$ cat config.mk
export PLATFORM = sky130hd
export DESIGN_NAME = rv32_hazard_ctl
export DESIGN_NICKNAME = d
export VERILOG_FILES = /design/src/rtl/rv32_hazard_ctl.sv
export SDC_FILE = /design/constraint.sdc
export NUM_CORES = 1
export LEC_CHECK = 0
export CORE_MARGIN = 10
export CORE_UTILIZATION = 53
export DETAILED_ROUTE_END_ITERATION = 8
export GPL_TIMING_DRIVEN = 0
export PLACE_DENSITY = 0.86
export SYNTH_ARGS = -nofsm -noshare
export SYNTH_HDL_FRONTEND = slang
export SYNTH_SLANG_ARGS = --single-unit
$ cat constraint.sdc
create_clock -name clk -period 5.45 [get_ports clk]
set_input_delay 1.3625 -clock clk [delete_from_list [all_inputs] [get_ports clk]]
set_output_delay 1.3625 -clock clk [all_outputs]
set_load 0.01 [all_outputs]
$ cat src/rtl/rv32_hazard_ctl.sv
// Hazard, forwarding and flush controller beside the decode stage of the RV32 pipeline.
// A shifting scoreboard of post-decode destinations drives forwarding selects, load-use stalls and redirect flushes.
module rv32_hazard_ctl #(
   parameter int unsigned DEPTH      = 3,
   parameter int unsigned NREG       = 32,
   parameter int unsigned LOAD_STAGE = 1,
   parameter int unsigned CNT_W      = 16,
   localparam int unsigned RA_W      = $clog2(NREG),
   localparam int unsigned SEL_W     = $clog2(DEPTH + 1)
) (
   input  logic             clk,
   input  logic             rst,
   input  logic             id_valid,
   input  logic [RA_W-1:0]  id_rs1,
   input  logic [RA_W-1:0]  id_rs2,
   input  logic             id_rs1_used,
   input  logic             id_rs2_used,
   input  logic [RA_W-1:0]  id_rd,
   input  logic             id_wen,
   input  logic             id_is_load,
   input  logic             ex_redirect,
   output logic             stall,
   output logic             issue,
   output logic             flush_if,
   output logic             flush_id,
   output logic [SEL_W-1:0] fwd_a_sel,
   output logic [SEL_W-1:0] fwd_b_sel,
   output logic [CNT_W-1:0] stall_cnt,
   output logic [CNT_W-1:0] flush_cnt
);

   logic [DEPTH-1:0] v_q, v_d;
   logic [DEPTH-1:0] ld_q, ld_d;
   logic [RA_W-1:0]  rd_q [DEPTH];
   logic [RA_W-1:0]  rd_d [DEPTH];

   logic [CNT_W-1:0] stall_cnt_q, stall_cnt_d;
   logic [CNT_W-1:0] flush_cnt_q, flush_cnt_d;

   logic [SEL_W-1:0] sel_a, sel_b;
   logic             haz_a, haz_b;

   // Walk oldest to youngest so the youngest matching entry is the last to assign.
   always_comb begin
      sel_a = '0;
      sel_b = '0;
      haz_a = 1'b0;
      haz_b = 1'b0;
      for (int unsigned k = DEPTH; k > 0; k--) begin
         if (v_q[k-1] && (rd_q[k-1] == id_rs1) && (id_rs1 != '0) && id_rs1_used) begin
            sel_a = SEL_W'(k);
            haz_a = ld_q[k-1] && ((k - 1) < LOAD_STAGE);
         end
         if (v_q[k-1] && (rd_q[k-1] == id_rs2) && (id_rs2 != '0) && id_rs2_used) begin
            sel_b = SEL_W'(k);
            haz_b = ld_q[k-1] && ((k - 1) < LOAD_STAGE);
         end
      end
   end

   always_comb begin
      stall     = id_valid && (haz_a || haz_b) && !ex_redirect;
      issue     = id_valid && !stall && !ex_redirect;
      flush_if  = ex_redirect;
      flush_id  = ex_redirect;
      fwd_a_sel = id_valid ? sel_a : '0;
      fwd_b_sel = id_valid ? sel_b : '0;
   end

   // Entry 0 takes the issuing instruction or a bubble; older entries shift unconditionally.
   always_comb begin
      v_d     = '0;
      ld_d    = '0;
      rd_d    = rd_q;
      v_d[0]  = issue && id_wen && (id_rd != '0);
      rd_d[0] = id_rd;
      ld_d[0] = id_is_load;
      for (int unsigned i = 1; i < DEPTH; i++) begin
         v_d[i]  = v_q[i-1];
         rd_d[i] = rd_q[i-1];
         ld_d[i] = ld_q[i-1];
      end
   end

   always_comb begin
      stall_cnt_d = stall_cnt_q;
      flush_cnt_d = flush_cnt_q;
      if (stall && (stall_cnt_q != '1)) begin
         stall_cnt_d = stall_cnt_q + CNT_W'(1);
      end
      if (ex_redirect && (flush_cnt_q != '1)) begin
         flush_cnt_d = flush_cnt_q + CNT_W'(1);
      end
   end

   always_ff @(posedge clk) begin
      if (rst) begin
         v_q         <= '0;
         ld_q        <= '0;
         stall_cnt_q <= '0;
         flush_cnt_q <= '0;
      end else begin
         v_q         <= v_d;
         ld_q        <= ld_d;
         stall_cnt_q <= stall_cnt_d;
         flush_cnt_q <= flush_cnt_d;
      end
   end

   always_ff @(posedge clk) begin
      rd_q <= rd_d;
   end

   assign stall_cnt = stall_cnt_q;
   assign flush_cnt = flush_cnt_q;

endmodule
Word level (Yosys, flattened, before mapping)
Index checks and enable logic that the tools add are counted.
{"block": "totals", "register_bits": 51, "in_bits": 23, "output_inout_bits": 40}
{"block": "op_classes", "n_addsub": 2, "mux": 10, "n_eq_ne": 8, "reduce_logical": 32}
{"cell": "adder 16 x 1 -> 16 bit, second input constant", "count": 2}
{"cell": "!= test 16 bit, second input constant", "count": 2}
{"cell": "equality test 5 bit", "count": 6}
{"cell": "logical AND 1 bit", "count": 26}
{"cell": "2-to-1 mux 2 bit", "count": 8}
{"cell": "nonzero test 5 bit", "count": 3}
{"cell": "zero test 1 bit", "count": 2}
{"cell": "2-to-1 mux 1 bit", "count": 2}
{"cell": "logical OR 1 bit", "count": 1}

Logic depth before layout (Yosys ltp)
Gate-level depths: netlist (run 1).
{"block": "depth", "depth_word": 13, "mapped_depth": 8}

Worst setup path after synthesis (run 1)
OpenSTA, ideal clock, no wires.
{"block": "synth_timing", "kind": "input to output", "startpoint": "in id_rs1[0]", "endpoint": "out issue", "arrival_ps": 2632, "cell_stages": 5, "required_ps": 4088, "path_slack_ps": 1456, "path_cell_list": "or4_1 o21ai_2 nand4b_4 a21oi_2 nor3b_2"}
{"block": "synth_between", "elab_chain_cells": 11, "word_cells_on_any_way": 12, "cone_classes": "1 x eq/ne; 1 x mux; 10 x reduce/logical"}
{"item": "start, declared", "line_no": "14", "rtl": "input logic [RA_W-1:0] id_rs1,"}
{"item": "equality test 5 bit", "line_no": "50", "rtl": "if (v_q[k-1] && (rd_q[k-1] == id_rs1) && (id_rs1 != '0) && id_rs1_used) begin"}
{"item": "logical AND 1 bit", "line_no": "50"}
{"item": "logical AND 1 bit * (2 in series)", "line_no": "50"}
{"item": "2-to-1 mux 1 bit *", "line_no": "50"}
{"item": "logical OR 1 bit *", "line_no": "62", "rtl": "stall = id_valid && (haz_a || haz_b) && !ex_redirect;"}
{"item": "logical AND 1 bit * (2 in series)", "line_no": "62"}
{"item": "via stall", "line_no": "22", "rtl": "output logic stall,"}
{"item": "zero test 1 bit *", "line_no": "63", "rtl": "issue = id_valid && !stall && !ex_redirect;"}
{"item": "logical AND 1 bit * (2 in series)", "line_no": "63"}
{"item": "end, declared", "line_no": "23", "rtl": "output logic issue,"}
Mark *: on every way through the listed nets, which the timed path passes. The rest lies on a longest branch.

Worst setup path after layout (run 1)
{"block": "layout_timing", "startpoint": "in id_rs1[3]", "endpoint": "out issue"}
{"block": "layout_between", "elab_chain_cells": 11, "word_cells_on_any_way": 12, "cone_classes": "1 x eq/ne; 1 x mux; 10 x reduce/logical"}
{"item": "equality test 5 bit", "line_no": "50"}
{"item": "logical AND 1 bit", "line_no": "50"}
{"item": "logical AND 1 bit * (2 in series)", "line_no": "50"}
{"item": "2-to-1 mux 1 bit *", "line_no": "50"}
{"item": "logical OR 1 bit *", "line_no": "62"}
{"item": "logical AND 1 bit * (2 in series)", "line_no": "62"}
{"item": "zero test 1 bit *", "line_no": "63"}
{"item": "logical AND 1 bit * (2 in series)", "line_no": "63"}
Mark *: on every way between the ends. The rest lies on a longest branch, timed or not.

==> results.toml, run 1 <==
[status]
outcome = "complete, no violations"

[cells_and_area]
fin_util_pct = 71.2
fillCellCount = 346
area_delta_synth_final_pct = 31.8
seqCellArea_um2 = 1020
nets = 361
drive_gt1_share_pct = 6.53
multi_input_area_um2 = 1450
antenna_cells = 0
fin_cells = 391
finalInstanceArea_um2 = 3320

[worst_setup_path]
crit_required_ps = 4090
crit_start = "id_rs1[3]"
cp.arrival_ps = 3880
r2r_slack_ps = 3150
startpoint_type = "primary input"
timing.rr.start = "rd_d[8]"
critPathKind = "primary input to primary output"
crit_end = "issue"
critPathCaptureType = "primary output"
worstPathMaxFanout = 8
r2r_end = "stall_cnt[13]"
r2r_cells = 6

[cts]
clk_pin_slew_worst_paths_ps = 90
post_cts_buffers = 0
ctsHoldBuffers = 0
root_buffer = "clkbuf_8"
h-tree-depth = 2
cts_made_buffers = 5
clock_path_buffers = 2
tritoncts = "built"
clk_latency_ps = 310
cts.repair.resized = 0
cts_sinks = 51

[yosys]
yosysTopAreaCell = "dfxtp_1"
synthAdderAreaFrac_pct = 0.994
synth-edff-count = 0
synth-main-ff-cell = "dfxtp_1"
synth.distinct_cells = 46
ys_top_cells_by_count = "51 x dfxtp_1, 30 x nor2_1, 24 x xor2_1"
avgSynthCellArea_um2 = 9.43
yosys.cell_count.top_type = "dfxtp_1"
synthMuxAreaShare_pct = 2.53
synth_compound_area_share_pct = 9.99
synth_area_leaders = "dfxtp_1 41%, xor2_1 8.3%, xnor2_1 7.7%, nor2_1 4.5%, nand3_1 3.8%"
syn_inst = 267
postSynth.asyncResetShare_pct = 0
ys_seq_area_share_pct = 40.6
synth_top_family_by_area = "simple AND/OR/NAND/NOR gates"
synth_top_area_share_pct = 40.6
synth_warnings = 0
ys_ff_latch = 51
netlist_area_um2 = 2520
synth_nets = 292
synth_xor_area_share_pct = 16.0
synth_simple_gate_area_share_pct = 28.0

[placement]
gp_congestion = 0.880
dp_hpwl_um = 4860
placed_cells = 383
place_area_um2 = 3210
port_buffers = 62
pre_cts_slack_ps = 195

[global_routing]
grt_pass1_vias = 2195
grt-ovfl-total = 0
grt_pass1_wl_um = 10300
grt_max_degree = 17
antenna_found_initial = 0
grt_use_total_pct = 16.6

[pwr]
power.total_mw = 0.723
combPwrFrac_pct = 10.0
p_leak_nw = 1.21
clockPowerShare_pct = 36.1
power_density_nw_per_um2 = 218
seqPwrFrac_pct = 53.8
swShare_pct = 23.2
intPower_mw = 0.555
ir_drop_uv = 147
p_sw_mw = 0.167

[sta]
fmax_mhz = 191
holdWs_ps = 394
finalSetupViolations = 0
final-hold-violation-count = 0
tightest_slew_ps = 709
worst_slack_ps = 206
finClkSkew_ps = 8.13
rsz0062_at_grt = "false"
min_period_ps = 5240
slew_viol_final = 0
fin_crit_sh_pct = 96.2
maxSlewHeadroom_pct = 51.5
tns_ps = 0

[route]
met3_length_um = 472
vias = 2223
drc_errors = 0
routed_wl_um = 6370
met2_length_um = 3120
detail-route-antenna-nets = 0
viasPerCell = 5.69
routedLengthMet1_um = 2690
wl_per_cell_um = 16.3
top_layer = "met4"
drt_first_pass_iters = 4
drt_iter0_markers = 171

[run]
max_cap_viol_count = 0

[floorplanning]
initial_core_util_pct = 54.0
dieArea_um2 = 7910
die_w_um = 88.9
num_io_pins = 63
core_um2 = 4660
row_count = 25
die_y_um = 88.9

[min_path]
hold_class = "register to register"
## how the worst min path moves through the flow
| stage | to | from | slack (ps) | cells after the start |
|---|---|---|---|---|
| final | rd_q[4] | rd_d[4] | 390 | 0 |
| after global placement | rd_q[1] | rd_d[1] | 380 | 0 |
| after detailed placement | rd_q[4] | rd_d[4] | 380 | 0 |
| after CTS | rd_q[4] | rd_d[4] | 390 | 0 |
| after global routing | rd_q[0] | rd_d[0] | 400 | 0 |
| after floorplan | rd_d[0] | rd_d[5] | 370 | 0 |
## worst max-delay path: stages
cell and delay [ps]:
clkdlybuf4s50_1 530, or4_1 560, o21ai_2 250, nand4b_4 250, a21oi_2 130, nor3b_2 220
clkdlybuf4s50_1 570
## routing by layer
layer	track usage [%]	up-vias
met5	0	-
met4	4.55	0
met3	6.02	10
met2	28.3	65
met1	19.1	1059
li1	-	1089
## kinds of logic after synthesis
group                      count (synthesis)
buffers and inverters                      9
and+or+nand+nor                          118
DFF                                       51
xor gates and xnor gates                  46
adders and majority gates                  2
AOI/OAI and AO/OA                         35
muxes                                      6
## area by class of cell
| cell class | count | area share, % |
|---|---|---|
| multi-input combinational | 207 | 43.6 |
| sequential | 51 | 30.8 |
| timing repair buffer | 62 | 18.7 |
| clock buffer | 5 | 2.07 |
| tap | 54 | 2.04 |
| clock inverter | 3 | 1.32 |
| buffer | 7 | 1.24 |
| inverter | 2 | 0.226 |
## layout by cell type, fill, tap and decap left out, drive strengths merged, types with 7 or more instances in the layout
master,instances
a21oi,13
clkbuf,8
clkdlybuf4s50,62
dfxtp,51
nand2,14
nand3,19
nor2,30
nor2b,7
or4,7
xnor2,22
xor2,24
## power groups by stage
stage / Combinational (mW) / Sequential (mW) / Clock [mW]
after CTS: 0.0731 / 0.389 / 0.264
after floorplan: 0.0362 / 0.397 / 0
after global routing: 0.0787 / 0.390 / 0.282
after detailed placement: 0.0726 / 0.398 / 0
final: 0.0725 / 0.389 / 0.261
after global placement: 0.0705 / 0.397 / 0
## sequential cells by signal (all words and copies together), names as in the netlist
name / flops
flush_cnt: 16
ld_q: 1
rd_d: 10
rd_q: 5
stall_cnt: 16
v_q: 3
Note: power is estimated with default switching activity, not from simulation.
==> run 2: changes to the inputs <==
Settings changed: CORE_MARGIN 10 to 8.
==> results.toml, run 2 (synthesized netlist as in run 1, its figures left out) <==
[status]
outcome = "complete, no violations"

[sta]
tns_ps = 0
fmax_mhz = 190
worst_slack_ps = 197
fin_crit_sh_pct = 96.4
slew_viol_final = 0
tightest_slew_ps = 828
finClkSkew_ps = 7.34
holdWs_ps = 396
maxSlewHeadroom_pct = 43.4
min_period_ps = 5250
rsz0062_at_grt = "false"
final-hold-violation-count = 0
finalSetupViolations = 0

[placement]
dp_hpwl_um = 4830
pre_cts_slack_ps = 217
gp_congestion = 0.830
placed_cells = 383
port_buffers = 62
place_area_um2 = 3210

[cells_and_area]
mostFrequentLayoutCells = "62 x clkdlybuf4s50_1, 51 x dfxtp_1, 30 x nor2_1"
fillCellCount = 365
antenna_cells = 0
finalInstanceArea_um2 = 3290
multi_input_area_um2 = 1450
area_delta_synth_final_pct = 30.8
nets = 361
seqCellArea_um2 = 1020
fin_util_pct = 70.7
final_common_cell = "clkdlybuf4s50_1"
fin_cells = 390
drive_gt1_share_pct = 6.25

[worst_setup_path]
cp.arrival_ps = 3890
r2r_cells = 6
timing.rr.start = "rd_d[8]"
critPathCaptureType = "primary output"
r2r_slack_ps = 3090
startpoint_type = "primary input"
r2r_end = "stall_cnt[13]"
crit_required_ps = 4090
critPathKind = "primary input to primary output"
worstPathMaxFanout = 8

[pwr]
power.total_mw = 0.680
p_leak_nw = 1.20
ir_drop_uv = 149
power_density_nw_per_um2 = 207

[route]
drt_iter0_markers = 204
drc_errors = 0
routed_wl_um = 6550
wl_per_cell_um = 16.8
vias = 2257
drt_first_pass_iters = 5
detail-route-antenna-nets = 0
viasPerCell = 5.79

[cts]
tritoncts = "built"
h-tree-depth = 2
clk_latency_ps = 300
cts.repair.resized = 0
cts_made_buffers = 5
root_buffer = "clkbuf_8"
clock_path_buffers = 2
clk_pin_slew_worst_paths_ps = 80
post_cts_buffers = 0
cts_sinks = 51
ctsHoldBuffers = 0

[floorplanning]
core_um2 = 4660
dieArea_um2 = 7210
row_count = 25
initial_core_util_pct = 54.0
die_y_um = 84.9
num_io_pins = 63
die_w_um = 84.9

[global_routing]
grt_use_total_pct = 18.5
antenna_found_initial = 0
grt_max_degree = 15
grt_pass1_wl_um = 10900
grt_pass1_vias = 2303
grt-ovfl-total = 0

[run]
max_cap_viol_count = 0

[min_path]
min_to = "rd_d[2]"
min_path_cells = 0
worstHoldStart = "rd_d[7]"
hold_class = "register to register"
-- run 2: worst max-delay path: stages --
cell and delay [ps]:
clkdlybuf4s50_1 540, or4_1 560, o21ai_2 240, nand4b_4 250, a21oi_2 130, nor3b_2 230, clkdlybuf4s50_1 570
-- run 2: area by class of cell --
type / instances / area share [%]
sequential: 51 / 31.0
timing repair buffer: 62 / 18.8
clock buffer: 6 / 2.51
buffer: 7 / 1.25
clock inverter: 1 / 0.152
multi-input combinational: 207 / 44.0
tap: 54 / 2.05
inverter: 2 / 0.228
-- run 2: worst max-delay path by stage --
stage	slack [ps]	start	to
floorplan	1460	id_rs1[0]	issue
global placement	220	id_rs1[3]	issue
detailed placement	220	id_rs1[3]	issue
CTS	180	id_rs2[3]	issue
global route	100	id_rs2[3]	issue
finish	200	id_rs1[3]	issue
-- run 2: layer usage --
layer / wire [µm] / share of wire [%] / track usage, %
met1: 2840 / 43 / 20.9
met2: 3300 / 50 / 33.1
met3: 366 / 5.6 / 5.50
met4: 42 / 0.64 / 4.69
met5: 0 / 0 / 0
-- run 2: report_power, final --
| group | total [mW] | internal, mW | switching (mW) |
|---|---|---|---|
| clock network | 0.218 | 0.0998 | 0.118 |
| logic | 0.0731 | 0.0378 | 0.0353 |
| registers | 0.389 | 0.381 | 0.00859 |
==> run 3: changes to the inputs <==
Settings changed: RECOVER_POWER set to 25.
==> results.toml, run 3 (synthesized netlist as in run 1, its figures left out) <==
[sta]
maxSlewHeadroom_pct = 43.8
finalSetupViolations = 0
fin_crit_sh_pct = 96.4
tns_ps = 0
slew_viol_final = 0
worst_slack_ps = 195
tightest_slew_ps = 822
final-hold-violation-count = 0
min_period_ps = 5250
fmax_mhz = 190
rsz0062_at_grt = "false"
finClkSkew_ps = 7.11
holdWs_ps = 396

[worst_setup_path]
worstPathMaxFanout = 8
timing.rr.start = "rd_d[8]"
crit_required_ps = 4090
critPathKind = "primary input to primary output"
r2r_cells = 6
cp.arrival_ps = 3890
startpoint_type = "primary input"
critPathCaptureType = "primary output"
crit_start = "id_rs2[3]"

[placement]
dp_hpwl_um = 4830
placed_cells = 383
port_buffers = 62
pre_cts_slack_ps = 217
gp_congestion = 0.830

[global_routing]
grt_max_degree = 15
grt_pass1_vias = 2303
antenna_found_initial = 0
grt-ovfl-total = 0
grt_use_total_pct = 18.5
grt_pass1_wl_um = 10900

[pwr]
p_sw_mw = 0.162
intPower_mw = 0.517
seqPwrFrac_pct = 57.3
ir_drop_uv = 149
clockPowerShare_pct = 32.1
combPwrFrac_pct = 10.6
swShare_pct = 23.9
p_leak_nw = 1.22
power_density_nw_per_um2 = 206
power.total_mw = 0.680

[status]
outcome = "complete, no violations"

[run]
max_cap_viol_count = 0

[cts]
cts.repair.resized = 0
root_buffer = "clkbuf_8"
post_cts_buffers = 0
clk_latency_ps = 300
cts_sinks = 51
h-tree-depth = 2
ctsHoldBuffers = 0
clk_pin_slew_worst_paths_ps = 80
cts_made_buffers = 5
tritoncts = "built"
clock_path_buffers = 2

[min_path]
worstHoldStart = "rd_d[7]"
hold_class = "register to register"
min_path_cells = 0

[route]
vias = 2258
routed_wl_um = 6540
wl_per_cell_um = 16.8
viasPerCell = 5.79
detail-route-antenna-nets = 0
drc_errors = 0
drt_iter0_markers = 202
drt_first_pass_iters = 5

[cells_and_area]
antenna_cells = 0
mostFrequentLayoutCells = "51 x dfxtp_1, 50 x clkdlybuf4s50_1, 30 x nor2_1"
nets = 361
fillCellCount = 365
drive_gt1_share_pct = 6.25
area_delta_synth_final_pct = 30.8
multi_input_area_um2 = 1450
seqCellArea_um2 = 1020
final_common_cell = "dfxtp_1"
fin_cells = 390

[floorplanning]
core_um2 = 4660
num_io_pins = 63
row_count = 25
dieArea_um2 = 7210
die_y_um = 84.9
initial_core_util_pct = 54.0
die_w_um = 84.9
[run 3: cell count changes in the layout (fill, tap and decap cells not counted), sizes merged]
| cell | before | now |
|---|---|---|
| clkdlybuf4s50 | 62 | 50 |
| dlygate4sd3 | 0 | 12 |
[run 3: through the flow]
step                area [µm²]  util (%)
floorplan                 2520         -
global route              3290      70.7
finish                    3290      70.7
global placement          3210      68.8
CTS                       3290      70.7
detailed placement        3210      68.8
[run 3: cell type report]
type,instances,share of cell area [%]
Timing Repair Buffer,62,18.8
Tap cell,54,2.05
Clock inverter,1,0.152
Sequential cell,51,31.0
Multi-Input combinational cell,207,44.0
Clock buffer,6,2.51
Inverter,2,0.228
Buffer,7,1.25
[run 3: per-layer routing]
layer | part of all wire (%) | wire length [µm] | vias to the layer above | track usage (%)
li1 | - | - | 1089 | -
met1 | 43 | 2830 | 1104 | 20.9
met2 | 50 | 3280 | 59 | 33.1
met3 | 5.6 | 369 | 6 | 5.50
met4 | 0.84 | 55 | 0 | 4.69
met5 | 0 | 0 | - | 0
[run 3: power groups by stage]
stage | clock, mW | combinational [mW] | sequential, mW
CTS | 0.221 | 0.0734 | 0.389
global placement | 0 | 0.0705 | 0.397
floorplan | 0 | 0.0362 | 0.397
finish | 0.218 | 0.0722 | 0.389
detailed placement | 0 | 0.0725 | 0.398
global route | 0.238 | 0.0781 | 0.390
[run 3: path summary, 6_finish.rpt]
kind,to,slack [ps]
hold reg to reg,rd_d[2],400
setup reg to reg,stall_cnt[13],3090
setup / recovery,issue,200
hold / removal,rd_d[2],400
[run 3: critical path: stages]
cell	delay (ps)
clkdlybuf4s50_1	540
or4_1	560
o21ai_2	250
nand4b_4	250
a21oi_2	130
nor3b_2	230
clkdlybuf4s50_1	570
